**config.mk**
```make
export PLATFORM = sky130hd
export DESIGN_NAME = axi_write_ctrl_flat
export DESIGN_NICKNAME = d
export VERILOG_FILES = /design/src/rtl/axi_write_ctrl_if.sv /design/src/rtl/axi_write_ctrl.sv /design/src/flat_wrapper.sv
export SDC_FILE = /design/constraint.sdc
export NUM_CORES = 1
export LEC_CHECK = 0
export CAP_MARGIN = 20
export CORE_MARGIN = 3
export CORE_UTILIZATION = 34
export CTS_CLUSTER_DIAMETER = 50
export CTS_CLUSTER_SIZE = 30
export DETAILED_ROUTE_END_ITERATION = 10
export PLACE_DENSITY = 0.8
export SETUP_SLACK_MARGIN = 0.05
export SLEW_MARGIN = 20
export SYNTH_ARGS = -nofsm -noshare
export SYNTH_HDL_FRONTEND = slang
export SYNTH_SLANG_ARGS = --single-unit
```
**constraint.sdc**
```tcl
create_clock -name ACLK -period 1.8 [get_ports ACLK]
set_clock_uncertainty 0.1 [all_clocks]
set_input_delay 0.27 -clock ACLK [delete_from_list [all_inputs] [get_ports ACLK]]
set_output_delay 0.27 -clock ACLK [all_outputs]
set_load 0.005 [all_outputs]
```
**src/rtl/axi_write_ctrl_if.sv**
```systemverilog
// axi_write_ctrl_if: bundle of the M1/S0/S1 write-path control signals seen by the write sequencer
// Ports (signals):
//   AW : AWADDR_M1, AWLEN_M1, AWVALID_M1, AWREADY_M1, AWVALID_S0/S1, AWREADY_S0/S1, AW_sel
//   W  : W_state, WVALID_M1, WREADY_M1, WLAST_M1, WREADY_DEF
//   B  : BVALID_S0/S1, BRESP_S0/S1, BREADY_S0/S1, BVALID_M1, BRESP_M1, BREADY_M1
//   err: wlast_err, timeout_err (only with AXI_WRITE_TIMEOUT_EN)
// Modports: slave = the sequencer, master = the surrounding fabric/environment.
`ifndef AXI_ADDR_BITS
`define AXI_ADDR_BITS 32
`endif
`ifndef AXI_LEN_BITS
`define AXI_LEN_BITS 8
`endif
interface axi_write_ctrl_if;
   logic [`AXI_ADDR_BITS-1:0] AWADDR_M1;
   logic [`AXI_LEN_BITS-1:0]  AWLEN_M1;
   logic       AWVALID_M1, AWREADY_M1;
   logic       AWVALID_S0, AWVALID_S1, AWREADY_S0, AWREADY_S1;
   logic [1:0] AW_sel, W_state;
   logic       WVALID_M1, WREADY_M1, WLAST_M1, WREADY_DEF;
   logic       BVALID_S0, BVALID_S1, BREADY_S0, BREADY_S1;
   logic [1:0] BRESP_S0, BRESP_S1, BRESP_M1;
   logic       BVALID_M1, BREADY_M1;
   logic       wlast_err;
`ifdef AXI_WRITE_TIMEOUT_EN
   logic       timeout_err;
`endif
   modport slave (
      input  AWADDR_M1, AWLEN_M1, AWVALID_M1, AWREADY_S0, AWREADY_S1,
             WVALID_M1, WREADY_M1, WLAST_M1, BVALID_S0, BVALID_S1, BRESP_S0, BRESP_S1, BREADY_M1,
      output AWREADY_M1, AWVALID_S0, AWVALID_S1, AW_sel, W_state, WREADY_DEF,
             BREADY_S0, BREADY_S1, BVALID_M1, BRESP_M1, wlast_err
`ifdef AXI_WRITE_TIMEOUT_EN
             , timeout_err
`endif
   );
   modport master (
      output AWADDR_M1, AWLEN_M1, AWVALID_M1, AWREADY_S0, AWREADY_S1,
             WVALID_M1, WREADY_M1, WLAST_M1, BVALID_S0, BVALID_S1, BRESP_S0, BRESP_S1, BREADY_M1,
      input  AWREADY_M1, AWVALID_S0, AWVALID_S1, AW_sel, W_state, WREADY_DEF,
             BREADY_S0, BREADY_S1, BVALID_M1, BRESP_M1, wlast_err
`ifdef AXI_WRITE_TIMEOUT_EN
             , timeout_err
`endif
   );
endinterface

```
**src/rtl/axi_write_ctrl.sv**
```systemverilog
// axi_write_ctrl: write-path sequencer (M1 -> S0/S1/decode-error) with one outstanding write
// Ports: ACLK clock; ARESETn async active-low reset; bus (axi_write_ctrl_if.slave) carrying
//   the AW decode/handshake, W_state data-mux select and beat tracking, B response routing,
//   wlast_err pulse. Optional macro AXI_WRITE_TIMEOUT_EN adds a 16-bit watchdog and timeout_err.
`ifndef AXI_ADDR_BITS
`define AXI_ADDR_BITS 32
`endif
`ifndef AXI_LEN_BITS
`define AXI_LEN_BITS 8
`endif
module axi_write_ctrl #(
   parameter logic [31:0] S0_BASE     = 32'h0000_0000,
   parameter logic [31:0] S1_BASE     = 32'h0001_0000,
   parameter int          REGION_BITS = 16
) (
   input logic             ACLK,
   input logic             ARESETn,
   axi_write_ctrl_if.slave bus
);
   localparam int AW = `AXI_ADDR_BITS;
   localparam int LW = `AXI_LEN_BITS;
   typedef enum logic [1:0] {ADDR, DATA, RESP} state_t;
   state_t        state, state_n;
   logic [1:0]    dec, sel_q;
   logic [LW-1:0] len_q, beat_cnt;
   logic          in_addr, in_data, in_resp, aw_hs, beat, b_hs, forced, tmo;
   assign in_addr = state == ADDR;
   assign in_data = state == DATA;
   assign in_resp = state == RESP;
   // slave codes: 1 = S0, 2 = S1, 3 = decode error
   assign dec = bus.AWADDR_M1[AW-1:REGION_BITS] == S0_BASE[AW-1:REGION_BITS] ? 2'd1 :
                bus.AWADDR_M1[AW-1:REGION_BITS] == S1_BASE[AW-1:REGION_BITS] ? 2'd2 : 2'd3;
   assign bus.AW_sel     = in_addr && bus.AWVALID_M1 ? dec : 2'd0;
   assign bus.AWVALID_S0 = in_addr && bus.AWVALID_M1 && dec == 2'd1;
   assign bus.AWVALID_S1 = in_addr && bus.AWVALID_M1 && dec == 2'd2;
   assign bus.AWREADY_M1 = in_addr && bus.AWVALID_M1 &&
                           (dec == 2'd1 ? bus.AWREADY_S0 : dec == 2'd2 ? bus.AWREADY_S1 : 1'b1);
   assign aw_hs = bus.AWREADY_M1;
   // sel_q and state are both registered, so W_state only changes on clock edges
   assign bus.W_state    = in_data ? sel_q : 2'd0;
   assign bus.WREADY_DEF = in_data && sel_q == 2'd3;
   assign beat = in_data && bus.WVALID_M1 && (bus.WREADY_M1 || bus.WREADY_DEF);
   assign bus.BVALID_M1 = in_resp && (forced || (sel_q == 2'd1 ? bus.BVALID_S0 :
                                                 sel_q == 2'd2 ? bus.BVALID_S1 : 1'b1));
   assign bus.BRESP_M1  = !in_resp ? 2'b00 : forced ? 2'b10 : sel_q == 2'd1 ? bus.BRESP_S0 :
                          sel_q == 2'd2 ? bus.BRESP_S1 : 2'b11;
   assign bus.BREADY_S0 = in_resp && !forced && sel_q == 2'd1 && bus.BREADY_M1;
   assign bus.BREADY_S1 = in_resp && !forced && sel_q == 2'd2 && bus.BREADY_M1;
   assign b_hs = bus.BVALID_M1 && bus.BREADY_M1;
   always_comb begin
      state_n = in_addr && aw_hs                 ? DATA :
                in_data && beat && bus.WLAST_M1  ? RESP :
                in_resp && b_hs                  ? ADDR : state;
      if (in_data && tmo) state_n = ADDR;
   end
   always_ff @(posedge ACLK or negedge ARESETn)
      if (!ARESETn) begin
         state         <= ADDR;
         sel_q         <= 2'd0;
         len_q         <= '0;
         beat_cnt      <= '0;
         bus.wlast_err <= 1'b0;
      end else begin
         state         <= state_n;
         bus.wlast_err <= beat && (bus.WLAST_M1 ? beat_cnt != len_q : beat_cnt == len_q);
         if (aw_hs) begin
            sel_q    <= dec;
            len_q    <= bus.AWLEN_M1;
            beat_cnt <= '0;
         end else if (beat && !(&beat_cnt)) beat_cnt <= beat_cnt + LW'(1);
      end
`ifdef AXI_WRITE_TIMEOUT_EN
   logic [15:0] to_cnt;
   logic        to_q;
   // a timeout in RESP is remembered in to_q and answered locally with SLVERR
   assign forced = to_q;
   assign tmo    = (in_data || in_resp) && !to_q && !beat && !b_hs && to_cnt == 16'hFFFF;
   always_ff @(posedge ACLK or negedge ARESETn)
      if (!ARESETn) begin
         to_cnt          <= '0;
         to_q            <= 1'b0;
         bus.timeout_err <= 1'b0;
      end else begin
         bus.timeout_err <= tmo;
         to_q            <= state_n == RESP && (to_q || tmo);
         to_cnt          <= state_n == ADDR || beat || b_hs || to_q || tmo ? 16'd0 : to_cnt + 16'd1;
      end
`else
   assign forced = 1'b0;
   assign tmo    = 1'b0;
`endif
endmodule

```
**src/flat_wrapper.sv**
```systemverilog
// flat-port wrapper written by rule: the top's interface ports become plain ports
module axi_write_ctrl_flat 
#(
   parameter logic [31:0] S0_BASE     = 32'h0000_0000,
   parameter logic [31:0] S1_BASE     = 32'h0001_0000,
   parameter int          REGION_BITS = 16
)
  (ACLK, ARESETn, bus_AWADDR_M1, bus_AWLEN_M1, bus_AWVALID_M1, bus_AWREADY_S0, bus_AWREADY_S1, bus_WVALID_M1, bus_WREADY_M1, bus_WLAST_M1, bus_BVALID_S0, bus_BVALID_S1, bus_BRESP_S0, bus_BRESP_S1, bus_BREADY_M1, bus_AWREADY_M1, bus_AWVALID_S0, bus_AWVALID_S1, bus_AW_sel, bus_W_state, bus_WREADY_DEF, bus_BREADY_S0, bus_BREADY_S1, bus_BVALID_M1, bus_BRESP_M1, bus_wlast_err);
  axi_write_ctrl_if bus_i ();
  input logic ACLK;
  input logic ARESETn;
  input wire logic [$bits(bus_i.AWADDR_M1)-1:0] bus_AWADDR_M1;
  input wire logic [$bits(bus_i.AWLEN_M1)-1:0] bus_AWLEN_M1;
  input wire logic [$bits(bus_i.AWVALID_M1)-1:0] bus_AWVALID_M1;
  input wire logic [$bits(bus_i.AWREADY_S0)-1:0] bus_AWREADY_S0;
  input wire logic [$bits(bus_i.AWREADY_S1)-1:0] bus_AWREADY_S1;
  input wire logic [$bits(bus_i.WVALID_M1)-1:0] bus_WVALID_M1;
  input wire logic [$bits(bus_i.WREADY_M1)-1:0] bus_WREADY_M1;
  input wire logic [$bits(bus_i.WLAST_M1)-1:0] bus_WLAST_M1;
  input wire logic [$bits(bus_i.BVALID_S0)-1:0] bus_BVALID_S0;
  input wire logic [$bits(bus_i.BVALID_S1)-1:0] bus_BVALID_S1;
  input wire logic [$bits(bus_i.BRESP_S0)-1:0] bus_BRESP_S0;
  input wire logic [$bits(bus_i.BRESP_S1)-1:0] bus_BRESP_S1;
  input wire logic [$bits(bus_i.BREADY_M1)-1:0] bus_BREADY_M1;
  output wire logic [$bits(bus_i.AWREADY_M1)-1:0] bus_AWREADY_M1;
  output wire logic [$bits(bus_i.AWVALID_S0)-1:0] bus_AWVALID_S0;
  output wire logic [$bits(bus_i.AWVALID_S1)-1:0] bus_AWVALID_S1;
  output wire logic [$bits(bus_i.AW_sel)-1:0] bus_AW_sel;
  output wire logic [$bits(bus_i.W_state)-1:0] bus_W_state;
  output wire logic [$bits(bus_i.WREADY_DEF)-1:0] bus_WREADY_DEF;
  output wire logic [$bits(bus_i.BREADY_S0)-1:0] bus_BREADY_S0;
  output wire logic [$bits(bus_i.BREADY_S1)-1:0] bus_BREADY_S1;
  output wire logic [$bits(bus_i.BVALID_M1)-1:0] bus_BVALID_M1;
  output wire logic [$bits(bus_i.BRESP_M1)-1:0] bus_BRESP_M1;
  output wire logic [$bits(bus_i.wlast_err)-1:0] bus_wlast_err;
  assign bus_i.AWADDR_M1 = bus_AWADDR_M1;
  assign bus_i.AWLEN_M1 = bus_AWLEN_M1;
  assign bus_i.AWVALID_M1 = bus_AWVALID_M1;
  assign bus_i.AWREADY_S0 = bus_AWREADY_S0;
  assign bus_i.AWREADY_S1 = bus_AWREADY_S1;
  assign bus_i.WVALID_M1 = bus_WVALID_M1;
  assign bus_i.WREADY_M1 = bus_WREADY_M1;
  assign bus_i.WLAST_M1 = bus_WLAST_M1;
  assign bus_i.BVALID_S0 = bus_BVALID_S0;
  assign bus_i.BVALID_S1 = bus_BVALID_S1;
  assign bus_i.BRESP_S0 = bus_BRESP_S0;
  assign bus_i.BRESP_S1 = bus_BRESP_S1;
  assign bus_i.BREADY_M1 = bus_BREADY_M1;
  assign bus_AWREADY_M1 = bus_i.AWREADY_M1;
  assign bus_AWVALID_S0 = bus_i.AWVALID_S0;
  assign bus_AWVALID_S1 = bus_i.AWVALID_S1;
  assign bus_AW_sel = bus_i.AW_sel;
  assign bus_W_state = bus_i.W_state;
  assign bus_WREADY_DEF = bus_i.WREADY_DEF;
  assign bus_BREADY_S0 = bus_i.BREADY_S0;
  assign bus_BREADY_S1 = bus_i.BREADY_S1;
  assign bus_BVALID_M1 = bus_i.BVALID_M1;
  assign bus_BRESP_M1 = bus_i.BRESP_M1;
  assign bus_wlast_err = bus_i.wlast_err;
  axi_write_ctrl #(.S0_BASE(S0_BASE), .S1_BASE(S1_BASE), .REGION_BITS(REGION_BITS)) u_core (.ACLK(ACLK), .ARESETn(ARESETn), .bus(bus_i));
endmodule
```
Yosys cells after proc, flatten, opt, wreduce, memory -nomap -nowiden
Cells that the tools add are included. Widths: inputs -> output; s select.

Bits in registers: 21. Input port bits: 55. Output and inout port bits: 14. Logic and storage cells: 59.

Add/sub/neg operators: 1. Eq/ne operators: 10. Multiplexer cells: 17. Reductions and logical operators: 26.

Operator list (number): $logic_and 1x1->1 (19); $mux 2 (9); $eq 16x1->1 const B (1); $logic_not 16->1 (1); $mux 8 (2); $add 8x1->8 const B (1); $eq 2x2->1 const B (4); $eq 8x8->1 (1); $ne 8x8->1 (1); $reduce_and 8->1 (1); $eq 2x1->1 const B (3); $mux 1 (6); $reduce_bool 3->1 (1); $logic_not 2->1 (1); $reduce_bool 2->1 (1); $logic_not 1->1 (1); $logic_or 1x1->1 (1).

Logic depth before layout (Yosys ltp)
Word-level depth: 9. Depth in mapped cells: 6. Depth with buffers taken out: 5.

Worst setup path after synthesis
Ideal clock, no wire load.

Path type: reg-to-reg. Start point: register u_core.beat_cnt[0]. End point: register u_core.beat_cnt[4]. Setup time: 0.073 ns. Arrival: 1.743 ns. Data required time: 1.627 ns. Setup slack: -0.116 ns. Cell stages (with the launch flop): 7. Buffers on the path: 1. Clock period less this slack: 1.916 ns. Cells stage by stage: dfrtp_1 -> ha_1 -> and3_1 -> a211o_1 -> buf_6 -> or3_1 -> a21oi_2.

Word-level cells in the longest chain between the ends: 4. Elaborated cells between the ends (all ways): 7. Classes of those cells: add/sub: 1; mux: 2; reduce/logical: 4.

Ends and longest elaborated chain: start: declaration (RTL line axi_write_ctrl.sv:25) `logic [LW-1:0] len_q, beat_cnt;`; start signal: assignment (RTL line axi_write_ctrl.sv:70) `end else if (beat && !(&beat_cnt)) beat_cnt <= beat_cnt + LW'(1);`; branches (longest 4 deep; another with $add 8x1->8).

Parallel ways; which one is timed is not known. The select of a mux whose other input is x is not followed. A chain may end at the register's enable or synchronous reset.

Worst setup path in the final report
Start point: register u_core.beat_cnt[1]. End point: register u_core.beat_cnt[7].

The elaborated chain is that of the path after synthesis.

==> metrics.txt <==
status=finished, violations left; failing checks=setup timing; Mapped Cells=126; Initial Util=35.9%; Ys Warns=0; Post-Syn Nets=182; # DRC=0; Final setup violation count=17; Final WS setup=-0.137 ns; sequential area share after synthesis=42.9%; CP endpoint kind=flop; most frequent cells after synthesis=dfrtp_1, nor2_1, a21oi_1, mux2_2, xnor2_1; Rows=21; Via density=5.17; fin crit period=1.94 ns; dominant combinational cell family by area after synthesis=simple AND/OR/NAND/NOR gates; Final nets=280; Setup crit start kind=flop; HP Class=in -> async; clock buffer depth=2; top-count cell post-synth=dfrtp_1; vias in the first global route=1407; Compound-Gate Fraction of Synth Area=15.8%; clk_lat worst skew=0.31 ns; Area Growth Syn to Fin=88.8%; CTS root buffer=clkbuf_4; met1 Resource Use GR=20.1%; largest net degree at the start of global routing=22; fill cell count=260; initial DRC count=30; DR pass1 iterations=4; synthesized area=1230 um^2; Slew Limit Fails=0; max frequency=516 MHz; final period utilization=108%; die height=66.1 um; total gr overflow=0; Cell variety after synth=36; leading area contributor after synthesis=dfrtp_1; Slew @ Worst Pin=0.285 ns; Post-synth ARST share=100%; DRT antenna net count=0; first-pass GRT wire length=6.20 mm; placed wire-length estimate=2.80 mm; gpl congestion=0.766; GR Layer Usage met3=2.72%; core area=3420 um^2; hold buffer count at cts=0; leakage power total=0.00104 uW; die extent in x=66.1 um; unrepaired setup endpoints after global routing=yes; xor-xnor portion of the synthesized cell area=6.43%; Ant. Diodes=0; Synth Flop Type=dfrtp_1; CTS tree=yes; max_cap viols=0; share of cells above drive strength 1=45.3%; Util after Layout=67.8%; worst setup path class=reg -> reg; Synth Area in Simple Gates=21.7%; Pwr Density=1070 nW/um^2; Arr. time, crit path=2.08 ns; drt total wl=4.03 mm; number of I/O pins=69; Max FO, Critical Path=7; Routed WL per cell=15.0 um; Post-synth EDFFs=0; H-tree depth=1; main area contributors after synthesis=dfrtp_1, mux2_2, xnor2_1; Final Hold Viols=0; Adder-Cell Fraction of Synth Area=1.02%; GR Util met2=35.5%; syn_area_per_cell=9.73 um^2; total CTS buffers=3; GRT Overall Usage=18.5%; Worst Path Required=1.95 ns; vias=1392; register area=527 um^2; Die Area=4360 um^2; mux contribution to synthesized area=8.98%; GRT busiest layer=met2; Clock Sink Count=21; Port Buf Inserts=52; Synth Register Bits=21; peak supply drop=0.676 mV; Slew Limit Headroom=80.4%; top cell type's share of synthesized area=42.9%; initial antenna violation count=0; Place WS=-0.486 ns; clk slew on worst S/H paths=0.12 ns; area occupied by multi-input gates=850 um^2
per-stage QoR:
step	TNS (ns)	hold WS [ns]	area, um^2	cells	total power (uW)
after CTS	-0.504	0.194	2110	256	2150
final	-0.959	0.188	2310	269	2480
after detailed placement	-6.66	0.418	1940	242	1790
after global routing	-2.42	0.211	2310	269	2650
after floorplan	0	-0.126	1230	126	1280
after global placement	-5.86	0.412	1940	242	1730
where the power goes:
part	leakage [uW]	switching [uW]	internal (uW)	total, uW
logic	0.000762	574	934	1510
clock network	0.0000177	143	83.0	226
registers	0.000258	117	627	744
per-layer routing:
metal  vias up  wire, um  part of all wire (%)
li1        660         -                     -
met2        42      2240                    56
met3        12       174                   4.3
met4         0       122                   3.0
met1       678      1500                    37
met5         -         0                     0
state kept, by name (all words and copies together) (netlist names):
signal and cells:
u_core.state 2, u_core.bus.wlast_err 1, u_core.sel_q 2, u_core.beat_cnt 8, u_core.len_q 8
repair_timing:
| item | 4_1_cts | 5_1_grt |
|---|---|---|
| gates resized for setup | 87 | 45 |
| gates cloned | 0 | 0 |
| pin swaps | 9 | 11 |
| buffers inserted | 10 | 13 |
| setup endpoints to repair | 27 | 30 |
worst max-delay path, stage by stage (launching register included):
cell,delay [ns]
dfrtp_1,0.40
ha_2,0.20
and3_4,0.17
a211o_4,0.35
or4_1,0.50
a21oi_2,0.15
cells in the final DEF, fill, tap and decap left out, types with 7 or more instances in the layout:
cell type / synthesis / routed
a21oi_2: 2 / 8
buf_2: 1 / 7
buf_4: 0 / 35
buf_6: 2 / 9
clkdlybuf4s15_1: 0 / 7
clkdlybuf4s50_1: 0 / 24
dfrtp_1: 21 / 20
dlygate4sd2_1: 0 / 7
mux2_4: 0 / 8
nor2_1: 12 / 10
xnor2_1: 8 / 7
logic make-up (layout without fill, tap and decap cells):
family | count (synthesis) | after routing
AO/OA/AOI/OAI | 30 | 30
XOR/XNOR | 9 | 9
adder cells (fa/ha/maj) | 1 | 1
buffers and inverters | 6 | 103
flip-flops | 21 | 21
multiplexers | 10 | 10
AND/OR/NAND/NOR | 49 | 49
final timing paths:
path,slack (ns),cells after the start,from,endpoint
setup / recovery,-0.14,5,u_core.beat_cnt[1],u_core.beat_cnt[7]
hold / removal,0.19,2,ARESETn,u_core.bus.wlast_err
setup reg to reg,-0.14,5,u_core.beat_cnt[1],u_core.beat_cnt[7]
hold reg to reg,0.45,1,u_core.len_q[6],u_core.len_q[6]
max in group asynchronous,1.17,2,ARESETn,u_core.sel_q[0]
min in group ACLK,0.45,1,u_core.len_q[6],u_core.len_q[6]
cell type report:
type                    count  share of cell area (%)
clock buffers               3                   0.973
clock inverters             1                   0.216
inverters                   2                   0.324
multi-input cells          99                    36.7
flip-flops and latches     21                    22.8
well taps                  46                    2.49
repair buffers             97                    36.5
Power figures use the tool's default switching activity.
